==> config.mk <==
export PLATFORM = sky130hd
export DESIGN_NAME = serial_add_ctrl
export DESIGN_NICKNAME = d
export VERILOG_FILES = /design/src/rtl/serial_add_ctrl.sv
export SDC_FILE = /design/constraint.sdc
export NUM_CORES = 1
export LEC_CHECK = 0
export CORE_MARGIN = 10
export CORE_UTILIZATION = 46
export DETAILED_ROUTE_END_ITERATION = 8
export HOLD_SLACK_MARGIN = 0.1
export PLACE_DENSITY = 0.8
export SETUP_SLACK_MARGIN = 0.2
export SYNTH_ARGS = -nofsm -noshare
export SYNTH_HDL_FRONTEND = slang
export SYNTH_SLANG_ARGS = --single-unit
==> constraint.sdc <==
create_clock -name clk -period 1.99 [get_ports clk]
set_clock_uncertainty 0.15 [all_clocks]
set_input_delay 0.398 -clock clk [delete_from_list [all_inputs] [get_ports clk]]
set_output_delay 0.398 -clock clk [all_outputs]
set_load 0.05 [all_outputs]
==> src/rtl/serial_add_ctrl.sv <==
// Multi-cycle W-bit adder that reuses one external 4-bit adder slice.
// Operands are walked nibble by nibble, LSB first, and the carry is kept between steps.
`timescale 1ns/1ps
module serial_add_ctrl #(
  parameter int NIBBLES = 4,
  localparam int W  = 4 * NIBBLES,
  localparam int IW = $clog2(NIBBLES)
) (
  input  logic         clk,
  input  logic         rst,
  input  logic         in_valid,
  output logic         in_ready,
  input  logic [W-1:0] in_a,
  input  logic [W-1:0] in_b,
  input  logic         in_cin,
  output logic         out_valid,
  input  logic         out_ready,
  output logic [W-1:0] out_sum,
  output logic         out_cout,
  output logic         slice_en,
  output logic [3:0]   slice_a,
  output logic [3:0]   slice_b,
  output logic         slice_cin,
  input  logic [3:0]   slice_sum,
  input  logic         slice_cout
);

  typedef enum logic [1:0] {
    IDLE = 2'd0,
    RUN  = 2'd1,
    DONE = 2'd2
  } state_t;

  state_t          state_q, state_d;
  logic [IW-1:0]   idx_q, idx_d;
  logic            carry_q, carry_d;
  logic [W-1:0]    a_q, a_d;
  logic [W-1:0]    b_q, b_d;
  logic [W-1:0]    sum_q, sum_d;
  logic            cout_q, cout_d;

  logic [IW+1:0]   sh;
  logic [W-1:0]    a_sh;
  logic [W-1:0]    b_sh;
  logic            last_nib;

  // Bit offset of the current nibble inside the operands.
  assign sh       = {idx_q, 2'b00};
  assign a_sh     = a_q >> sh;
  assign b_sh     = b_q >> sh;
  assign last_nib = (idx_q == IW'(NIBBLES - 1));

  assign out_sum  = sum_q;
  assign out_cout = cout_q;

  always_ff @(posedge clk) begin
    if (rst) begin
      state_q <= IDLE;
      idx_q   <= '0;
      carry_q <= 1'b0;
      sum_q   <= '0;
      cout_q  <= 1'b0;
      a_q     <= '0;
      b_q     <= '0;
    end else begin
      state_q <= state_d;
      idx_q   <= idx_d;
      carry_q <= carry_d;
      sum_q   <= sum_d;
      cout_q  <= cout_d;
      a_q     <= a_d;
      b_q     <= b_d;
    end
  end

  always_comb begin
    state_d   = state_q;
    idx_d     = idx_q;
    carry_d   = carry_q;
    a_d       = a_q;
    b_d       = b_q;
    sum_d     = sum_q;
    cout_d    = cout_q;
    in_ready  = 1'b0;
    out_valid = 1'b0;
    slice_en  = 1'b0;
    slice_a   = 4'h0;
    slice_b   = 4'h0;
    slice_cin = 1'b0;

    unique case (state_q)
      IDLE: begin
        // Handshake is suppressed during reset so no request is seen as accepted.
        in_ready = ~rst;
        if (in_valid) begin
          a_d     = in_a;
          b_d     = in_b;
          carry_d = in_cin;
          idx_d   = '0;
          state_d = RUN;
        end
      end
      RUN: begin
        slice_en  = 1'b1;
        slice_a   = a_sh[3:0];
        slice_b   = b_sh[3:0];
        slice_cin = carry_q;
        sum_d     = (sum_q & ~(W'(4'hF) << sh)) | (W'(slice_sum) << sh);
        carry_d   = slice_cout;
        if (last_nib) begin
          cout_d  = slice_cout;
          idx_d   = '0;
          state_d = DONE;
        end else begin
          idx_d   = idx_q + 1'b1;
        end
      end
      DONE: begin
        out_valid = ~rst;
        if (out_ready) begin
          state_d = IDLE;
        end
      end
      default: begin
        state_d = IDLE;
      end
    endcase
  end

endmodule

==> results of run 1 <==
==> power by group <==
| group | switching, mW | internal [mW] |
|---|---|---|
| Clock | 0.337 | 0.242 |
| Sequential | 0.0288 | 1.13 |
| Combinational | 0.225 | 0.219 |
| Total | 0.591 | 1.59 |
==> registers in the layout, indices dropped and copies added, names as in the netlist <==
signal,flops
a_q,16
b_q,16
carry_q,1
idx_q,2
out_cout,1
out_sum,16
state_q,2
==> worst paths after layout <==
kind	to	slack [ns]	depth (start not counted)
worst max-delay path	slice_a[1]	-0.16	4
worst min-delay path	b_q[11]	0.31	2
worst max register to register	out_sum[15]	0.28	7
worst min register to register	b_q[11]	0.31	2
==> kinds of logic after synthesis <==
family | share of synthesized area [%]
AND/OR/NAND/NOR | 22.99
AO/OA/AOI/OAI | 14.28
flip-flops | 46.73
buffers and inverters | 6.057
multiplexers | 7.788
adder cells (fa/ha/maj) | 2.163
==> cell usage after synthesis <==
cell	number	area, um^2
nor4b_4	1	23.77
a21oi_1	36	180.2
buf_4	1	7.510
and4bb_2	1	12.51
buf_2	7	35.03
clkbuf_1	6	22.52
or3b_1	1	8.760
and4bb_1	1	12.51
a22oi_1	16	120.1
nor2_1	22	82.58
nor3b_1	1	7.510
nand2b_1	1	6.260
inv_1	3	11.26
nor3b_2	1	12.51
nor4b_1	1	8.760
nand3_1	2	10.01
buf_8	1	15.01
nor3_1	1	5.000
nand3b_1	4	30.03
mux4_2	8	180.2
o21a_1	1	7.510
a2111oi_2	1	15.01
inv_2	1	3.750
buf_6	4	45.04
nand2_1	67	251.5
o21bai_1	1	7.510
and4b_1	1	10.01
dfxtp_1	54	1081
and2_1	8	50.05
ha_1	4	50.05
==> worst register-to-register path, cell delays in order, from the launching register on <==
cell	delay [ns]
dfxtp_2	0.35
buf_6	0.13
buf_4	0.11
buf_4	0.11
ha_2	0.21
nand3b_1	0.23
a22oi_1	0.25
nor2_1	0.05
==> repair_timing <==
action | CTS | global route
gates cloned | 0 | 0
resized for setup | 27 | 7
setup buffers | 1 | 4
endpoints found under the setup margin | 15 | 15
pin swaps | 0 | 2
==> per-layer routing <==
metal  share of wire (%)  track usage, %
met1                  43           17.00
met2                  52           25.42
met3                 2.9           2.993
met4                 1.4           4.308
met5                   0               0
==> area by class of cell <==
cell class,instances,area (um^2)
Clock buffer,6,72.57
Tap cell,67,83.83
Clock inverter,1,7.507
Inverter,4,17.52
Multi-Input combinational cell,180,1146
Sequential cell,54,1087
Fill cell,373,1500
Timing Repair Buffer,88,870.8
==> qor.yml, run 1 <==
post-place-ws_ns: 0.07825
die_area_um2: 8266
vias_per_cell: 4.948
ys_ff_latch: 54
ys_seq_area_share_pct: 46.73
crit_start: "idx_q[0]"
antenna_found_initial: 0
tightest_slew_ns: 0.3064
drt_iter0_markers: 80
finalNonFillerCells: 400
routabilityCongestion: 0.7845
crit_top_cell: "buf_6"
status: "complete, but fails checks"
hold_buffers: 0
grt_pass1_wl_mm: 9.991
ir_drop_mv: 0.5583
synth_nets: 303
critPathKind: "flip-flop to output port"
yosys_warnings: 0
cts_num_sinks: 54
clk_latency_ns: 0.30
route.detailed.drc: 0
fmax_mhz: 464.8
slew_viol_final: 0
clk_pin_slew_ns: 0.09
postRouteAntennaNets: 0
period_needed_ns: 2.152
n_antenna_cell: 0
layout.nets: 379
die_w_um: 90.92
grt_max_degree: 33
syn_inst: 257
slew_headroom_pct: 79.49
grt_use_total_pct: 14.37
critPathSlowestCell: "mux4_2"
core_um2: 4786
hold_class: "flip-flop to flip-flop"
wl_per_cell_um: 14.99
rsz0062_at_grt: "true"
violations: "setup timing"
hp-start: "b_q[11]"
final.period_utilization_pct: 108.1
worst_setup_path_start_kind: "flip-flop"
die_h_um: 90.92
drt-total-wl_mm: 5.997
rows: 25
critPathArrivalTime_ns: 1.60
tritoncts: "yes"
power.density_nw_per_um2: 664.9
final_common_cell: "nand2_1"
dr.pass1.iters: 4
layout_common_cells: "nand2_1, dfxtp_1, clkdlybuf4s50_1"
area.growth.synth_to_final_pct: 42.02
required_ns: 1.44
fin_hold_ws_ns: 0.3058
cp-end-kind: "output port"
portBuffers: 70
final_util_pct: 68.65
cp_cell_sequence: "buf_6 -> mux4_2 -> and2_4 -> buf_6"
power_mw: 2.185
final.setup.worst_slack_ns: -0.1616
p_leak_nw: 1.282
first_global_vias: 2053
h-tree-depth: 2
dp.cells: 388
boundaryPins: 71
place_area_um2: 3060
syn-cell-area_um2: 2313
hpwl_mm: 4.394
dr_total_vias: 1979
overflow: 0
cts-root-buf: "clkbuf_8"
critPathMaxFanout: 5
clk_path_buf_depth: 2
critPathMaxStageDelay_ns: 0.49
drive_above_1_share_pct: 24.92
crit_family: "multiplexers"
rr_startpoint: "idx_q[0]"
finalSetupTns_ns: -1.150
max_cap_violations: 0
synth.distinct_cells: 30
setup_viol: 8
worst-path-buf-inv: 2
syn_avg_cell_area_um2: 9.002
initial_core_util_pct: 48.34
cts_buffers: 5
hold_viol: 0
final_area_um2: 3286
Note: power is estimated with default switching activity, not from simulation.
==> run 2, diff against run 1 <==
Settings changed: GPL_ROUTABILITY_DRIVEN set to 0.
==> results of run 2 <==
The final DEF is identical to that of run 1; final timing and power are the same.
==> run 3, diff against run 2 <==
Settings changed: CORE_UTILIZATION 46 to 42, PLACE_DENSITY 0.8 to 0.77.
Clock period 1.99 ns to 1.9 ns, I/O delays scaled along.
==> qor.yml, run 3 (same netlist as run 1, synthesis figures left out) <==
status: "complete, but fails checks"  # unchanged
violations: "setup timing"  # unchanged
p_seq_share_pct: 50.8  # was 53.2%
die_h_um: 94.22  # was 90.92 um
boundaryPins: 71  # unchanged
vias_per_cell: 5.118  # was 4.948
tightest_slew_ns: 0.3980  # was 0.3064 ns
first_global_vias: 2134  # was 2053
r2r_slack_ns: 0.24  # was 0.28 ns
cts_buffers: 5  # unchanged
worst_setup_path_start_kind: "flip-flop"  # unchanged
wl_per_cell_um: 15.70  # was 14.99 um
area.growth.synth_to_final_pct: 49.27  # was 42.02%
fill_cells: 417  # was 373
cts-root-buf: "clkbuf_8"  # unchanged
clk_latency_ns: 0.32  # was 0.30 ns
ir_drop_mv: 0.3954  # was 0.5583 mV
critPathMaxFanout: 3  # was 5
period_needed_ns: 2.171
core_um2: 5238  # was 4786 um^2
crit_start: "idx_q[0]"  # unchanged
layout.nets: 383  # was 379
hpwl_mm: 4.455  # was 4.394 mm
finalSetupTns_ns: -2.076  # was -1.150 ns
die_area_um2: 8876  # was 8266 um^2
final_common_cell: "nand2_1"  # unchanged
slew_headroom_pct: 73.47  # was 79.49%
max_cap_violations: 0  # unchanged
final.setup.worst_slack_ns: -0.2708  # was -0.1616 ns
reg2reg_to: "b_q[13]"  # was out_sum[15]
route.detailed.drc: 0  # unchanged
final_util_pct: 65.93  # was 68.65%
grt_max_degree: 41  # was 33
combPwrFrac_pct: 21.5  # was 20.3%
cp-end-kind: "output port"  # unchanged
postRouteAntennaNets: 0  # unchanged
fmax_mhz: 460.7
slew_viol_final: 0  # unchanged
reg2reg_depth: 6  # was 7
dr_total_vias: 2088  # was 1979
portBuffers: 70  # unchanged
pwr-share-clk_pct: 27.7  # was 26.5%
n_antenna_cell: 0  # unchanged
p_switching_uw: 680.2  # was 591.0 uW
rr_startpoint: "state_q[0]"  # was idx_q[0]
initial_core_util_pct: 44.17  # was 48.34%
clk_path_buf_depth: 2  # unchanged
whs_endpoint: "a_q[7]"  # was b_q[11]
rsz0062_at_grt: "true"  # unchanged
clk_pin_slew_ns: 0.10  # was 0.09 ns
overflow: 0  # unchanged
dr.pass1.iters: 4  # unchanged
required_ns: 1.37  # was 1.44 ns
tritoncts: "yes"  # unchanged
drt-total-wl_mm: 6.406  # was 5.997 mm
rows: 26  # was 25
die_w_um: 94.22  # was 90.92 um
switching_share_pct: 28.43  # was 27.05%
drive_above_1_share_pct: 26.63  # was 24.92%
drt_iter0_markers: 128  # was 80
layout_common_cells: "nand2_1, dfxtp_1, clkdlybuf4s50_1"  # unchanged
antenna_found_initial: 0  # unchanged
setup_viol: 8  # unchanged
hp-start: "a_q[7]"  # was b_q[11]
h-tree-depth: 2  # unchanged
holdPathStages: 2  # unchanged
hold_viol: 0  # unchanged
critPathArrivalTime_ns: 1.64  # was 1.60 ns
critPathKind: "flip-flop to output port"  # unchanged
hold_class: "flip-flop to flip-flop"  # unchanged
final.period_utilization_pct: 114.3
power.density_nw_per_um2: 692.9  # was 664.9 nW/um^2
internal_power_mw: 1.712  # was 1.594 mW
grt_pass1_wl_mm: 10.21  # was 9.991 mm
cts_num_sinks: 54  # unchanged
p_leak_nw: 1.333  # was 1.282 nW
grt_use_total_pct: 14.11  # was 14.37%
==> run 3: cell count changes in the layout (fill, tap and decap cells not counted), sizes merged <==
| cell | previous run | this run |
|---|---|---|
| clkinvlp | 1 | 2 |
| inv | 4 | 5 |
| buf | 48 | 51 |
==> run 3: metal layers <==
metal  GRT usage [%]  vias up  routed length, um
met3           4.237        9                354
met4           4.051        0                 76
met2           25.69       51               3376
li1                -     1033                  -
met5               0        -                  0
met1           15.24      995               2600
==> run 3: power groups by stage <==
stage / combinational, mW / clock (mW) / sequential, mW
finish: 0.513 / 0.663 / 1.22
global route: 0.557 / 0.715 / 1.22
CTS: 0.496 / 0.680 / 1.22
detailed placement: 0.472 / 0 / 1.24
global placement: 0.465 / 0 / 1.24
floorplan: 0.248 / 0 / 1.26
==> run 3: final cells by class <==
class,instances,area [um^2],share of cell area [%]
clock buffers,5,68.82,1.993
repair buffers,92,994.7,28.80
multi-input cells,180,1171,33.91
clock inverters,3,23.77,0.6884
well taps,70,87.58,2.536
flip-flops and latches,54,1090,31.56
inverters,4,17.52,0.5072
==> run 3: critical path, cell delays in order, from the launching register on <==
cell and delay (ns):
dfxtp_4 0.39, buf_6 0.12, mux4_2 0.50, and2_4 0.19, buf_12 0.14
==> run 3: per-stage QoR <==
step / setup WS [ns] / hold slack [ns] / cell area, um^2 / total power [mW] / std cells
finish: -0.2708 / 0.3098 / 3453 / 2.393 / 408
global route: -0.3181 / 0.3273 / 3453 / 2.495 / 408
CTS: -0.2839 / 0.3110 / 3382 / 2.393 / 404
detailed placement: 0.01036 / 0.2969 / 3199 / 1.713 / 391
global placement: 0.01482 / 0.2888 / 3199 / 1.703 / 391
floorplan: 0.07069 / 0.2831 / 2352 / 1.510 / 257
==> run 3: worst max path at each step <==
stage	slack [ns]	cells past startpoint	endpoint
final	-0.27	4	slice_a[1]
after global routing	-0.32	4	slice_a[1]
after CTS	-0.28	4	slice_a[1]
after detailed placement	0.01	5	idx_q[1]
after global placement	0.01	5	idx_q[1]
after floorplan	0.07	4	slice_a[1]
==> run 3: timing repair <==
action / 4_1_cts / 5_1_grt
buffers inserted: 5 / 3
pin swaps: 2 / 4
endpoints found under the hold margin: 0 / 0
gates resized for setup: 14 / 5
setup endpoints to repair: 12 / 37
cloned: 0 / 1
hold buffers: 0 / 0
